## src/rtl/tp_pkg.sv

```systemverilog
// Shared definitions for the serial ALU front-end: default bus widths and the
// frame sequencer state encoding.
package tp_pkg;

  localparam int N_BUS = 8;
  localparam int N_OP  = 6;

  localparam logic [2:0] ST_WAIT_A  = 3'd0;
  localparam logic [2:0] ST_WAIT_B  = 3'd1;
  localparam logic [2:0] ST_WAIT_OP = 3'd2;
  localparam logic [2:0] ST_EXEC    = 3'd3;
  localparam logic [2:0] ST_SEND    = 3'd4;
  localparam logic [2:0] ST_WAIT_TX = 3'd5;

  typedef enum logic [2:0] {
    WAIT_A  = ST_WAIT_A,
    WAIT_B  = ST_WAIT_B,
    WAIT_OP = ST_WAIT_OP,
    EXEC    = ST_EXEC,
    SEND    = ST_SEND,
    WAIT_TX = ST_WAIT_TX
  } state_t;

  // Only the middle of a frame is subject to the idle timeout.
  function automatic logic is_collecting(input state_t s);
    return (s == WAIT_B) || (s == WAIT_OP);
  endfunction

endpackage

```

## src/rtl/alu_uart_ctrl_timeout_counter.sv

```systemverilog
// Idle cycle counter for partially received frames. A TIMEOUT_CYC of zero
// never expires.
module timeout_counter #(
  parameter int TIMEOUT_CYC = 1_000_000
) (
  input  logic i_clk,
  input  logic i_rst_n,
  input  logic clear,
  input  logic enable,
  output logic expired
);

  localparam int CW = (TIMEOUT_CYC > 0) ? $clog2(TIMEOUT_CYC + 1) : 1;
  localparam logic [CW-1:0] LAST = (TIMEOUT_CYC > 0) ? CW'(TIMEOUT_CYC - 1) : '0;

  logic [CW-1:0] count;

  // Saturates at LAST so a held enable cannot wrap back to a non-expired value.
  always_ff @(posedge i_clk or negedge i_rst_n) begin
    if (!i_rst_n) begin
      count <= '0;
    end else if (clear) begin
      count <= '0;
    end else if (enable && (count != LAST)) begin
      count <= count + CW'(1);
    end
  end

  assign expired = (TIMEOUT_CYC > 0) && enable && (count == LAST);

endmodule

```

## src/rtl/alu_uart_ctrl.sv

```systemverilog
// Frame sequencer between the UART pair and the shared ALU: collects A, B and
// opcode bytes, samples the result and hands it to the transmitter.
module alu_uart_ctrl
  import tp_pkg::*;
#(
  parameter int N_BUS       = tp_pkg::N_BUS,
  parameter int N_OP        = tp_pkg::N_OP,
  parameter int TIMEOUT_CYC = 1_000_000
) (
  input  logic             i_clk,
  input  logic             i_rst_n,
  input  logic             i_rx_done,
  input  logic [N_BUS-1:0] i_rx_data,
  input  logic             i_tx_done,
  input  logic [N_BUS-1:0] i_alu_res,
  output logic [N_BUS-1:0] o_alu_a,
  output logic [N_BUS-1:0] o_alu_b,
  output logic [N_OP-1:0]  o_alu_op,
  output logic             o_tx_start,
  output logic [N_BUS-1:0] o_tx_data,
  output logic             o_busy,
  output logic             o_timeout
);

  state_t state;
  state_t next_state;
  logic   collecting;
  logic   tmo_clear;
  logic   tmo_enable;
  logic   tmo_expired;

  assign collecting = is_collecting(state);
  assign tmo_clear  = !collecting || i_rx_done;
  assign tmo_enable = collecting && !i_rx_done;

  timeout_counter #(
    .TIMEOUT_CYC(TIMEOUT_CYC)
  ) u_timeout (
    .i_clk   (i_clk),
    .i_rst_n (i_rst_n),
    .clear   (tmo_clear),
    .enable  (tmo_enable),
    .expired (tmo_expired)
  );

  always_ff @(posedge i_clk or negedge i_rst_n) begin
    if (!i_rst_n) begin
      state <= WAIT_A;
    end else begin
      state <= next_state;
    end
  end

  // A received byte always beats an expiry landing in the same cycle.
  always_comb begin
    next_state = state;
    case (state)
      WAIT_A:  if (i_rx_done) next_state = WAIT_B;
      WAIT_B: begin
        if (i_rx_done)        next_state = WAIT_OP;
        else if (tmo_expired) next_state = WAIT_A;
      end
      WAIT_OP: begin
        if (i_rx_done)        next_state = EXEC;
        else if (tmo_expired) next_state = WAIT_A;
      end
      EXEC:    next_state = SEND;
      SEND:    next_state = WAIT_TX;
      WAIT_TX: if (i_tx_done) next_state = WAIT_A;
      default: next_state = WAIT_A;
    endcase
  end

  always_comb begin
    o_busy     = 1'b0;
    o_tx_start = 1'b0;
    case (state)
      EXEC:    o_busy = 1'b1;
      SEND: begin
        o_busy     = 1'b1;
        o_tx_start = 1'b1;
      end
      WAIT_TX: o_busy = 1'b1;
      default: begin
        o_busy     = 1'b0;
        o_tx_start = 1'b0;
      end
    endcase
  end

  // Operands survive a timeout; only a newly accepted byte replaces them.
  always_ff @(posedge i_clk or negedge i_rst_n) begin
    if (!i_rst_n) begin
      o_alu_a   <= '0;
      o_alu_b   <= '0;
      o_alu_op  <= '0;
      o_tx_data <= '0;
    end else begin
      if ((state == WAIT_A) && i_rx_done)  o_alu_a  <= i_rx_data;
      if ((state == WAIT_B) && i_rx_done)  o_alu_b  <= i_rx_data;
      if ((state == WAIT_OP) && i_rx_done) o_alu_op <= i_rx_data[N_OP-1:0];
      if (state == EXEC)                   o_tx_data <= i_alu_res;
    end
  end

  always_ff @(posedge i_clk or negedge i_rst_n) begin
    if (!i_rst_n) begin
      o_timeout <= 1'b0;
    end else begin
      o_timeout <= collecting && !i_rx_done && tmo_expired;
    end
  end

endmodule

```

## config.mk

```make
export PLATFORM = sky130hd
export DESIGN_NAME = alu_uart_ctrl
export DESIGN_NICKNAME = d
export VERILOG_FILES = /design/src/rtl/tp_pkg.sv /design/src/rtl/alu_uart_ctrl_timeout_counter.sv /design/src/rtl/alu_uart_ctrl.sv
export SDC_FILE = /design/constraint.sdc
export NUM_CORES = 1
export LEC_CHECK = 0
export ABC_AREA = 1
export ABC_CLOCK_PERIOD_IN_PS = 2100
export BUFFER_PORTS_ARGS = -buffer_cell sky130_fd_sc_hd__buf_2
export CAP_MARGIN = 25
export CORE_MARGIN = 3
export CORE_UTILIZATION = 30
export CTS_BUF_LIST = sky130_fd_sc_hd__clkbuf_4 sky130_fd_sc_hd__clkbuf_8
export DETAILED_ROUTE_END_ITERATION = 8
export GPL_TIMING_DRIVEN = 1
export MAX_ROUTING_LAYER = met4
export PLACE_DENSITY = 0.59
export SLEW_MARGIN = 0
export SYNTH_ARGS = -nofsm -noshare
export SYNTH_HDL_FRONTEND = slang
export SYNTH_HIERARCHICAL = 1
export SYNTH_SLANG_ARGS = --single-unit
```

## constraint.sdc

```tcl
create_clock -name i_clk -period 2.1 [get_ports i_clk]
set_input_delay 0.105 -clock i_clk [delete_from_list [all_inputs] [get_ports i_clk]]
set_output_delay 0.105 -clock i_clk [all_outputs]
set_load 0.005 [all_outputs]
```

==> flow_summary.ini <==
[critical_path]
required_ns = 2.34
worst_setup_path_end_kind = flop
worstSetupStartpointType = flop
critical_path.max_fanout = 11
crit_type = flop to flop
critPathArrivalTime_ns = 1.90

[route]
wire_per_inst_um = 11.6
drcViolationCount = 0
via_per_inst = 4.48
routed_wirelength_mm = 6.28
first_iter_violations = 196
drtAntennaViolNets = 0
drt_first_pass_iters = 4
vias = 2434

[timing]
slew_headroom = 0.619
tns_ns = 0
slew_violations = 0
rsz0062_at_grt = false
hold_viol_final = 0
fin_crit_sh = 0.789
period_needed_ns = 1.66
fmax_mhz = 604
worst_hold_slack_ns = 0.0247
worst_pin_slew_ns = 0.571
setup_viol = 0
skew_ns = 0.0127

[placement]
place_congestion = 0.921
place_hpwl_mm = 4.75
place.port_buffers = 52

[run_status]
status = completed

[logic_synthesis]
netlist_instances = 358
synth_most_common_cell = nand2_1
synth_edf_count = 0
netlist_area_mm2 = 0.00292
synthesis.nets = 379
async_reset_ff_frac = 1.00
synth-adder-area-share = 0.00428
yosys.area_share.xor_xnor = 0.0300
synth_top_cell_by_area = dfrtp_1
yosys_register_bits = 54
synth_compound_area_frac = 0.0672
seq_area_frac_synth = 0.462
synth.avg_cell_area_um2 = 8.17
synth_mux_area_frac = 0
synth_top_family_by_area = simple AND/OR/NAND/NOR gates
synth_simple_gate_area_frac = 0.362
synth_common_cells = 104 x nand2_1, 54 x dfrtp_1, 39 x nor2_1
yosys_warnings = 6
synthFlopType = dfrtp_1
synth_top_area_frac = 0.462
synth.area.top_cells = dfrtp_1 46%, nand2_1 13%, nand3_1 5.3%
synth.distinct_cells = 34

[floorplanning]
fp-row-count = 35
die_width_um = 105
coreArea_mm2 = 0.00937
die_h_um = 105
io_pins = 53
die-area_mm2 = 0.0110
initial_core_util = 0.312

[grt]
gr-total-overflow = 0
grt_pass1_wl_mm = 11.1
grt_use_total = 0.124
grt_pass1_vias = 2332
grt_max_degree = 32
antenna_found_initial = 0

[pwr]
p_sw_frac = 0.383
clock_power_share = 0.198
combinationalPowerShare = 0.393
p_int_mw = 2.28
p_leak_nw = 1.76
p_sw_mw = 1.41
ir_worst_vdd_v = 0.000511
pwr-share-seq = 0.409
powerDensity_mw_per_mm2 = 1070

[finish]
syn_to_final_growth_pct = 18.3
layout.core_utilization = 0.369
final_layout_size_suffix_gt1_frac = 0.251
n_antenna_cell = 0
final_nets = 434
fill_cells = 974

[cts]
cts_buffers = 5
cts-root-buf = clkbuf_8
clock_latency_ns = 0.31
ctsHtreeMaxLevel = 2
clkTransAtPathRegs_ns = 0.10
clock_sinks = 54
clockBufferDepth = 2
cts_tree = yes

[hold_path]
hp-class = input pin to flop

[job]
cap_viol_max_count = 0
-- repair_timing --
| item | CTS | global route |
|---|---|---|
| hold buffers | 1 | 0 |
| resized for setup | 0 | 0 |
| endpoints found under the hold margin | 23 | 0 |
| buffers inserted | 0 | 0 |
-- cell type report --
type	instances	area (um2)	area share
Clock buffer	5	68.8	0.0199
Inverter	34	128	0.0369
Sequential cell	54	1350	0.391
Multi-Input combinational cell	258	1350	0.391
Timing Repair Buffer	60	348	0.101
Clock inverter	3	48.8	0.0141
Tap cell	129	161	0.0467
-- flip-flops by register name, indices dropped and copies added (netlist names) --
| name | cells |
|---|---|
| o_alu_a | 8 |
| u_timeout/count | 20 |
| o_timeout | 1 |
| o_tx_data | 8 |
| o_alu_b | 8 |
| state | 3 |
| o_alu_op | 6 |
-- worst max-delay path, cell delays in order (launching register included) --
cell      delay (ns)
dfrtp_1         0.40
inv_2           0.12
nand2_2         0.08
nor2_4          0.11
inv_1           0.05
nand2_1         0.05
nand2_1         0.11
inv_1           0.10
a21boi_0        0.17
buf_4           0.21
nand2_1         0.07
a21oi_1         0.12
-- kinds of logic (layout without fill, tap and decap cells) --
family / after synthesis / in the layout
flops: 54 / 54
fa+ha+maj: 1 / 1
buf+inv: 46 / 102
xor+xnor: 10 / 10
compound gates: 31 / 31
simple gates: 216 / 216
-- power groups by stage --
stage	combinational, mW	clock (mW)	sequential (mW)
floorplan	0.928	0	1.55
global placement	1.45	0	1.53
detailed placement	1.48	0	1.53
CTS	1.47	0.757	1.51
global route	1.64	0.802	1.55
finish	1.45	0.732	1.51
-- final timing paths --
kind	endpoint	startpoint	slack [ns]	depth (start not counted)
max in group asynchronous	u_timeout/count[1]$_DFFE_PN0P_	i_rst_n	1.22	3
max reg2reg	u_timeout/count[5]$_DFFE_PN0P_	state[1]$_DFFE_PN0P_	0.44	11
min in group asynchronous	o_alu_a[7]$_DFFE_PN0P_	i_rst_n	0.30	2
max	u_timeout/count[5]$_DFFE_PN0P_	state[1]$_DFFE_PN0P_	0.44	11
min	o_tx_data[6]$_DFFE_PN0N_	i_alu_res[6]	0.02	3
min reg2reg	o_tx_data[4]$_DFFE_PN0N_	o_tx_data[4]$_DFFE_PN0N_	0.48	2
-- routing by layer --
metal | track usage | wire length [um] | share of wire | vias to the layer above
met3 | 0.0303 | 263 | 0.042 | 4
met2 | 0.181 | 2760 | 0.44 | 49
met1 | 0.170 | 3210 | 0.51 | 1125
li1 | - | - | - | 1256
met4 | 0.0347 | 51 | 0.0081 | 0
met5 | - | 0 | 0 | -
-- per-stage QoR --
| stage | std cells | power, mW | worst slack (ns) | cell area, um2 |
|---|---|---|---|---|
| floorplan | 358 | 2.48 | 0.388 | 2920 |
| global placement | 534 | 2.97 | 0.487 | 3330 |
| detailed placement | 534 | 3.01 | 0.432 | 3330 |
| CTS | 543 | 3.74 | 0.434 | 3460 |
| global route | 543 | 3.99 | 0.204 | 3460 |
| finish | 543 | 3.69 | 0.443 | 3460 |
-- cell usage in the layout, fill, tap and decap left out, types with 2 or more instances in the layout --
cell type	n
a21oi_1	3
buf_12	2
buf_2	52
buf_4	5
clkbuf_8	5
dfrtp_1	54
inv_1	30
inv_2	3
nand2_1	104
nand2_2	4
nand2_4	3
nand3_1	31
nand3_2	10
nand4_1	14
nor2_1	39
nor2_2	2
nor2_4	2
nor3_1	2
o21ai_1	15
o21ai_2	8
o21bai_1	2
xnor2_1	2
xor2_1	8
No activity file was read; power rests on OpenSTA's default activity.
